`config.mk`:
```
export PLATFORM = sky130hd
export DESIGN_NAME = alu_result_stage
export DESIGN_NICKNAME = d
export VERILOG_FILES = /design/src/rtl/alu_pkg.sv /design/src/rtl/alu_func_unit.sv /design/src/rtl/alu_not.sv /design/src/rtl/alu_result_stage.sv
export SDC_FILE = /design/constraint.sdc
export NUM_CORES = 1
export LEC_CHECK = 0
export CAP_MARGIN = 10
export CORE_AREA = 2 2 120 122
export CTS_BUF_LIST = sky130_fd_sc_hd__clkbuf_4 sky130_fd_sc_hd__clkbuf_8 sky130_fd_sc_hd__clkbuf_16
export CTS_CLUSTER_DIAMETER = 80
export DETAILED_ROUTE_END_ITERATION = 8
export DIE_AREA = 0 0 122 124
export GPL_TIMING_DRIVEN = 0
export PLACE_DENSITY = 0.78
export SLEW_MARGIN = 25
export SYNTH_ARGS = -nofsm -noshare
export SYNTH_HDL_FRONTEND = slang
export SYNTH_SLANG_ARGS = --single-unit
```
`constraint.sdc`:
```
create_clock -name clk -period 3.95 [get_ports clk]
set_input_delay 0.395 -clock clk [delete_from_list [all_inputs] [get_ports clk]]
set_output_delay 0.395 -clock clk [all_outputs]
set_load 0.02 [all_outputs]
```
`src/rtl/alu_pkg.sv`:
```
// Shared types for the 16-bit ALU result stage: opcode encoding, flag bundle
// and the default datapath width.
package alu_pkg;

  localparam int WIDTH_DEFAULT = 16;

  typedef enum logic [3:0] {
    OP_ADD  = 4'd0,
    OP_SUB  = 4'd1,
    OP_AND  = 4'd2,
    OP_OR   = 4'd3,
    OP_XOR  = 4'd4,
    OP_NAND = 4'd5,
    OP_NOR  = 4'd6,
    OP_XNOR = 4'd7,
    OP_NOT  = 4'd8,
    OP_SHL1 = 4'd9,
    OP_SHR1 = 4'd10,
    OP_ASR1 = 4'd11,
    OP_INC  = 4'd12,
    OP_DEC  = 4'd13,
    OP_PASSA = 4'd14,
    OP_PASSB = 4'd15
  } aluOp_t;

  typedef struct packed {
    logic zero;
    logic carry;
    logic ovf;
  } aluFlags_t;

endpackage

```
`src/rtl/alu_func_unit.sv`:
```
// Combinational ALU core: selects one of 16 function results and derives the
// carry/borrow and signed-overflow flags. Arithmetic is WIDTH+1 bits wide so
// the carry/borrow falls out as the top bit.
module alu_func_unit
  import alu_pkg::*;
#(
  parameter int WIDTH = WIDTH_DEFAULT
) (
  input  aluOp_t           op,
  input  logic [WIDTH-1:0] a,
  input  logic [WIDTH-1:0] b,
  output logic [WIDTH-1:0] result,
  output logic             carry,
  output logic             ovf
);

  localparam int MSB = WIDTH - 1;

  logic [WIDTH-1:0] notA;
  logic [WIDTH-1:0] arithB;
  logic [WIDTH:0]   sumW;
  logic [WIDTH:0]   diffW;

  alu_not #(.WIDTH(WIDTH)) uNot (
    .a(a),
    .y(notA)
  );

  // INC/DEC reuse the adder/subtractor with a constant one as second operand.
  assign arithB = (op == OP_INC || op == OP_DEC) ? {{(WIDTH-1){1'b0}}, 1'b1} : b;
  assign sumW   = {1'b0, a} + {1'b0, arithB};
  assign diffW  = {1'b0, a} - {1'b0, arithB};

  // Function select with flag generation.
  always_comb begin
    // NOTE: every output gets a default first so no path through the case can
    // leave a value unassigned and infer a latch.
    result = '0;
    carry  = 1'b0;
    ovf    = 1'b0;
    unique case (op)
      OP_ADD, OP_INC: begin
        result = sumW[WIDTH-1:0];
        carry  = sumW[WIDTH];
        ovf    = (a[MSB] == arithB[MSB]) && (sumW[MSB] != a[MSB]);
      end
      OP_SUB, OP_DEC: begin
        result = diffW[WIDTH-1:0];
        carry  = diffW[WIDTH];  // borrow: the extension bit goes high when a < subtrahend
        ovf    = (a[MSB] != arithB[MSB]) && (diffW[MSB] != a[MSB]);
      end
      OP_AND:  result = a & b;
      OP_OR:   result = a | b;
      OP_XOR:  result = a ^ b;
      OP_NAND: result = ~(a & b);
      OP_NOR:  result = ~(a | b);
      OP_XNOR: result = ~(a ^ b);
      OP_NOT:  result = notA;
      OP_SHL1: begin
        result = {a[MSB-1:0], 1'b0};
        carry  = a[MSB];
      end
      OP_SHR1: begin
        result = {1'b0, a[MSB:1]};
        carry  = a[0];
      end
      OP_ASR1: begin
        result = {a[MSB], a[MSB:1]};
        carry  = a[0];
      end
      OP_PASSA: result = a;
      OP_PASSB: result = b;
      default:  result = '0;
    endcase
  end

endmodule

```
`src/rtl/alu_not.sv`:
```
// Bitwise-NOT operand network feeding mux input 8 of the function unit.
module alu_not #(
  parameter int WIDTH = 16
) (
  input  logic [WIDTH-1:0] a,
  output logic [WIDTH-1:0] y
);

  assign y = ~a;

endmodule

```
`src/rtl/alu_result_stage.sv`:
```
// Two-stage pipelined ALU result stage. S1 captures opcode/operands, S2
// captures the computed result and flags. Both stages use a valid bit and the
// "load when empty or draining" rule, giving full throughput and full
// backpressure with no bubbles.
module alu_result_stage
  import alu_pkg::*;
#(
  parameter int WIDTH = WIDTH_DEFAULT
) (
  input  logic             clk,
  input  logic             rst_n,
  input  logic             in_valid,
  output logic             in_ready,
  input  logic [3:0]       in_op,
  input  logic [WIDTH-1:0] in_a,
  input  logic [WIDTH-1:0] in_b,
  output logic             out_valid,
  input  logic             out_ready,
  output logic [WIDTH-1:0] out_result,
  output logic             out_zero,
  output logic             out_carry,
  output logic             out_ovf,
  output logic [3:0]       out_op,
  output logic [15:0]      done_count
);

  logic             s1Valid;
  aluOp_t           s1Op;
  logic [WIDTH-1:0] s1A;
  logic [WIDTH-1:0] s1B;

  logic             s2Valid;
  aluOp_t           s2Op;
  logic [WIDTH-1:0] s2Result;
  aluFlags_t        s2Flags;

  logic [15:0]      doneCount;

  logic             s2Free;
  logic             inFire;
  logic             s1Advance;
  logic             outFire;

  logic [WIDTH-1:0] fuResult;
  logic             fuCarry;
  logic             fuOvf;
  aluFlags_t        fuFlags;

  // S2 can take new data when it is empty or its beat leaves this cycle;
  // S1 can then accept whenever it is empty or moving into S2.
  assign s2Free    = !s2Valid || out_ready;
  assign in_ready  = !s1Valid || s2Free;
  assign inFire    = in_valid && in_ready;
  assign s1Advance = s1Valid && s2Free;
  assign outFire   = s2Valid && out_ready;

  alu_func_unit #(.WIDTH(WIDTH)) uFunc (
    .op    (s1Op),
    .a     (s1A),
    .b     (s1B),
    .result(fuResult),
    .carry (fuCarry),
    .ovf   (fuOvf)
  );

  // Zero is taken from the exact WIDTH-bit value that S2 will hold.
  assign fuFlags = '{zero: (fuResult == '0), carry: fuCarry, ovf: fuOvf};

  // S1: operand/opcode capture on an input transfer.
  always_ff @(posedge clk or negedge rst_n) begin
    if (!rst_n) begin
      // NOTE: sequential state uses non-blocking assignments so every register
      // samples pre-edge values regardless of block evaluation order.
      s1Valid <= 1'b0;
      s1Op    <= OP_ADD;
      s1A     <= '0;
      s1B     <= '0;
    end else begin
      if (in_ready) s1Valid <= in_valid;
      if (inFire) begin
        s1Op <= aluOp_t'(in_op);
        s1A  <= in_a;
        s1B  <= in_b;
      end
    end
  end

  // S2: result/flag capture when S1 advances; holds while stalled.
  always_ff @(posedge clk or negedge rst_n) begin
    if (!rst_n) begin
      s2Valid  <= 1'b0;
      s2Op     <= OP_ADD;
      s2Result <= '0;
      s2Flags  <= '0;
    end else begin
      if (s2Free) s2Valid <= s1Valid;
      if (s1Advance) begin
        s2Op     <= s1Op;
        s2Result <= fuResult;
        s2Flags  <= fuFlags;
      end
    end
  end

  // Delivered-result counter; wraps silently.
  always_ff @(posedge clk or negedge rst_n) begin
    if (!rst_n) begin
      doneCount <= '0;
    end else if (outFire) begin
      doneCount <= doneCount + 16'd1;
    end
  end

  assign out_valid  = s2Valid;
  assign out_result = s2Result;
  assign out_zero   = s2Flags.zero;
  assign out_carry  = s2Flags.carry;
  assign out_ovf    = s2Flags.ovf;
  assign out_op     = s2Op;
  assign done_count = doneCount;

endmodule

```
==> implementation parameters <==
Parameter                              Value

Clocking
  Clock-pin slew of the registers on the worst-case setup and hold paths    0.06 ns
  Clk Tree Root Cell    sky130_fd_sc_hd__clkbuf_16
  Inserted Clock Buffers    9
  Total of hold buffers inserted after clock tree synthesis    0
  Latest clock arrival within the worst-skew pair    0.36 ns
  Clock Sinks    77
  Largest buffer count on any clock path    2
  H-tree levels    3
  Clock tree from TritonCTS    done

GRT
  Leftover overflow at the end of global routing    0
  Via count of the first global-routing pass    6,822
  First-pass GRT wire length    38,600 um
  Antenna violations before repair    0
  Total global routing track utilization    0.340
  Pin count of the biggest net entering global routing    45

Timing
  Max Clk Rate    268 MHz
  Relative slew slack    0.346
  Final min period    3.74 ns
  Worst Skew    0.00877 ns
  Number of slew-limit violations in the final report    0
  Total of endpoints with negative setup slack in the final report    0
  Transition time at the pin with the least slew margin    0.974 ns
  Hold Slack    -0.0146 ns
  Final worst path period share    0.946
  Unrepaired setup endpoints after global routing    false
  Final hold violation count    9

Setup path
  Combined buffer and inverter count along the critical path    4
  CP top delay family    compound AO/OA/AOI/OAI gates
  Crit Path Class    reg2reg
  Worst Setup End Kind    flop
  Critical Path Max Stage Delay    0.37 ns
  CP arrival    4.00 ns
  Cell type with the highest occurrence count on the critical path    sky130_fd_sc_hd__buf_6
  Worst-case register-to-register setup slack    0.21 ns
  Slowest library cell on the worst path    sky130_fd_sc_hd__fa_2
  Required time of the critical path    4.21 ns
  Crit start category    flop
  Max FO, Critical Path    10
  Chain of cells forming the critical path    buf_6 -> and2_1 -> buf_6 -> nand2_4 -> buf_6 -> nand2_2 -> ha_2 -> inv_1 -> fa_2 -> or2_4 -> a221oi_4 -> o221a_2 -> o41ai_1 -> a41oi_1 -> xnor2_1 -> a31oi_2 -> nand4_1 -> o31ai_2

Status
  Result of the run    finished with violations
  Failing checks    negative hold slack

Power
  Power share of the sequential group    0.250
  VDD IR max    0.387 mV
  Leakage power figure    3.82 nW
  Clock group share of total power    0.203
  Internal power    2.56 mW
  Switching share of power    0.450
  Comb pwr share    0.547
  Switching power    2.10 mW
  Power density over cell area    537 nW/um^2

Placed design
  Standard cell area after detailed placement    8220 um^2
  GPL Wtd Cong    1.01
  Hpwl dp    19,100 um
  Number of placed instances, taps included    1,132
  Port buffer count    80

Cells and area
  Final cell count without fillers    1,147
  Fill cell instance count of the final layout    1,226
  # diodes    0
  Storage cell area    1930 um^2
  Share of cells above drive strength 1    0.119
  Area added between synthesis and finish    21.0%
  Final cell area excluding filler cells    8680 um^2
  Multi-input gate area    4810 um^2
  Layout net count    1,073

Floorplan
  Core area    13,700 um^2
  Die Span X    122 um
  Starting density of the core    0.523
  Number of placement rows    43
  Overall die area    15,100 um^2
  Ports    81
  Vert. Die Dim    124 um

Detailed routing
  Metal-1 WL    10,800 um
  Number of detailed-routing iterations run before antenna repair    5
  Total detailed-routing wirelength    25,000 um
  DRC Markers    0
  Via Count    7,165
  Number of vias per cell after detailed routing    6.25
  Amount of wire on met2 after detailed routing    11,000 um
  Uppermost layer routed    met4
  Violation count after the first detailed-route iteration    862
  Residual antenna-violating net count after detailed routing    0
  Met3 layer wire length in the routed design    2010 um
  Routed wire length per instance    21.8 um

Synth
  Post-Syn Instances    871
  Primary FF master, synth    sky130_fd_sc_hd__dfrtp_1
  Post-synth EDFFs    0
  Mapped Avg Cell Area    8.24 um^2
  Top cell types by occurrence after synthesis    112 x sky130_fd_sc_hd__nand2_1, 77 x sky130_fd_sc_hd__dfrtp_1, 71 x sky130_fd_sc_hd__inv_1, 69 x sky130_fd_sc_hd__ha_1, 48 x sky130_fd_sc_hd__nor2_1
  Dominant cell type by area after synthesis    sky130_fd_sc_hd__dfrtp_1
  Post-Syn Nets    982
  Dominant cell by count in the synthesized netlist    sky130_fd_sc_hd__nand2_1
  Post-synth cell types    74
  Top cell type's share of synthesized area    0.268
  Proportion of synthesized flip-flops having asynchronous set or reset    1.00
  Mapped cell area    7180 um^2
  Sequential area share after synthesis    0.268
  Number of synthesized register bits    77
  Yosys synthesis warning count    0
  Synth area leaders    sky130_fd_sc_hd__dfrtp_1 27%, sky130_fd_sc_hd__ha_1 12%, sky130_fd_sc_hd__mux2_2 6.7%

Job
  Max Cap Viol    0

Min path
  Class of the worst hold path    in2async
[placed cells by master, fill, tap and decap left out, drive strengths merged, types with 6 or more instances in the layout]
master         synthesis  layout
a211oi                 7       7
a21oi                 46      46
a221o                  9       9
a221oi                 8       8
a22oi                 12      12
a31oi                 13      13
a32oi                  6       6
and2                   8       8
buf                   29      34
clkbuf                25      30
clkdlybuf4s50          0      79
dfrtp                 77      77
ha                    69      69
inv                   71      74
mux2                  43      43
mux2i                 14      14
nand2                112     112
nand2b                16      16
nand3                  9       9
nand4                  9       9
nor2                  48      48
nor2b                 11      11
nor3                  29      29
nor4                   6       6
o21ai                 46      46
o221ai                 8       8
o22ai                 18      18
o31ai                  9       9
xnor2                 20      20
xor2                   6       6
[layer usage]
metal / global-route usage / vias up
li1: - / 3328
met2: 0.520 / 371
met3: 0.0563 / 78
met4: 0.179 / 0
met1: 0.462 / 3388
met5: 0 / -
[flip-flops by register name, indices dropped and copies added, names as in the netlist]
register,count
out_carry,1
s1Op,4
s1A,16
done_count,16
out_valid,1
out_op,4
s1B,16
out_ovf,1
out_zero,1
out_result,16
s1Valid,1
[logic make-up (layout without fill, tap and decap cells)]
kind of cell | count (synthesis) | count (layout) | synth area share
buffers and inverters | 126 | 222 | 0.0755
flip-flops | 77 | 77 | 0.268
AND/OR/NAND/NOR | 276 | 276 | 0.183
AO/OA/AOI/OAI | 238 | 238 | 0.229
adder cells (fa/ha/maj) | 71 | 71 | 0.126
XOR/XNOR | 26 | 26 | 0.0317
multiplexers | 57 | 57 | 0.0870
[layout make-up]
type                       count  area share
tap                          180      0.0259
sequential                    77       0.222
multi-input combinational    668       0.554
buffer                        49      0.0314
inverter                      72      0.0316
timing repair buffer          85      0.0977
clock buffer                   9      0.0259
clock inverter                 7      0.0118
[stage by stage]
stage          TNS (ns)  hold WS, ns  setup slack, ns  utilization  power (mW)
2_1_floorplan         0       0.0994           0.0600            -        2.74
3_3_place_gp     -27.44        0.461            -1.42        0.598        3.55
3_5_place_dp     -12.39        0.374            -1.39        0.599        3.57
4_1_cts         -0.0543      0.00415          -0.0543        0.626        4.55
5_1_grt               0       0.0274          0.00766        0.633        4.94
6_report              0      -0.0146            0.213        0.633        4.66
[worst reg2reg max path, stage by stage (launching register included)]
cell and delay (ns):
sky130_fd_sc_hd__dfrtp_1 0.35, sky130_fd_sc_hd__buf_6 0.14, sky130_fd_sc_hd__and2_1 0.15, sky130_fd_sc_hd__buf_6 0.14, sky130_fd_sc_hd__nand2_4 0.09, sky130_fd_sc_hd__buf_6 0.16, sky130_fd_sc_hd__nand2_2 0.09, sky130_fd_sc_hd__ha_2 0.18
sky130_fd_sc_hd__inv_1 0.05, sky130_fd_sc_hd__fa_2 0.37, sky130_fd_sc_hd__or2_4 0.29, sky130_fd_sc_hd__a221oi_4 0.31, sky130_fd_sc_hd__o221a_2 0.27, sky130_fd_sc_hd__o41ai_1 0.07, sky130_fd_sc_hd__a41oi_1 0.21, sky130_fd_sc_hd__xnor2_1 0.13
sky130_fd_sc_hd__a31oi_2 0.28, sky130_fd_sc_hd__nand4_1 0.14, sky130_fd_sc_hd__o31ai_2 0.22
[final timing paths]
path,depth (start not counted),endpoint,from
max in group asynchronous,2,done_count[6]$_DFFE_PN0P_,rst_n
setup reg to reg,18,out_zero$_DFFE_PN0P_,s1Op[2]$_DFFE_PN0P_
hold reg to reg,2,out_result[12]$_DFFE_PN0P_,out_result[12]$_DFFE_PN0P_
min in group clk,2,out_result[12]$_DFFE_PN0P_,out_result[12]$_DFFE_PN0P_
setup / recovery,18,out_zero$_DFFE_PN0P_,s1Op[2]$_DFFE_PN0P_
hold / removal,1,s1B[1]$_DFFE_PN0P_,rst_n
[power by group through the flow]
stage	combinational [mW]	clock, mW	sequential (mW)
after floorplan	1.48	0	1.26
after global placement	2.39	0	1.17
after detailed placement	2.40	0	1.18
after CTS	2.44	0.949	1.16
after global routing	2.77	0.983	1.19
final	2.55	0.945	1.17
[timing repair]
action,4_1_cts,5_1_grt
buffers inserted,1,3
pin swaps,1,7
setup endpoints to repair,18,8
gates resized for setup,12,19
(Power assumes the default switching activity.)
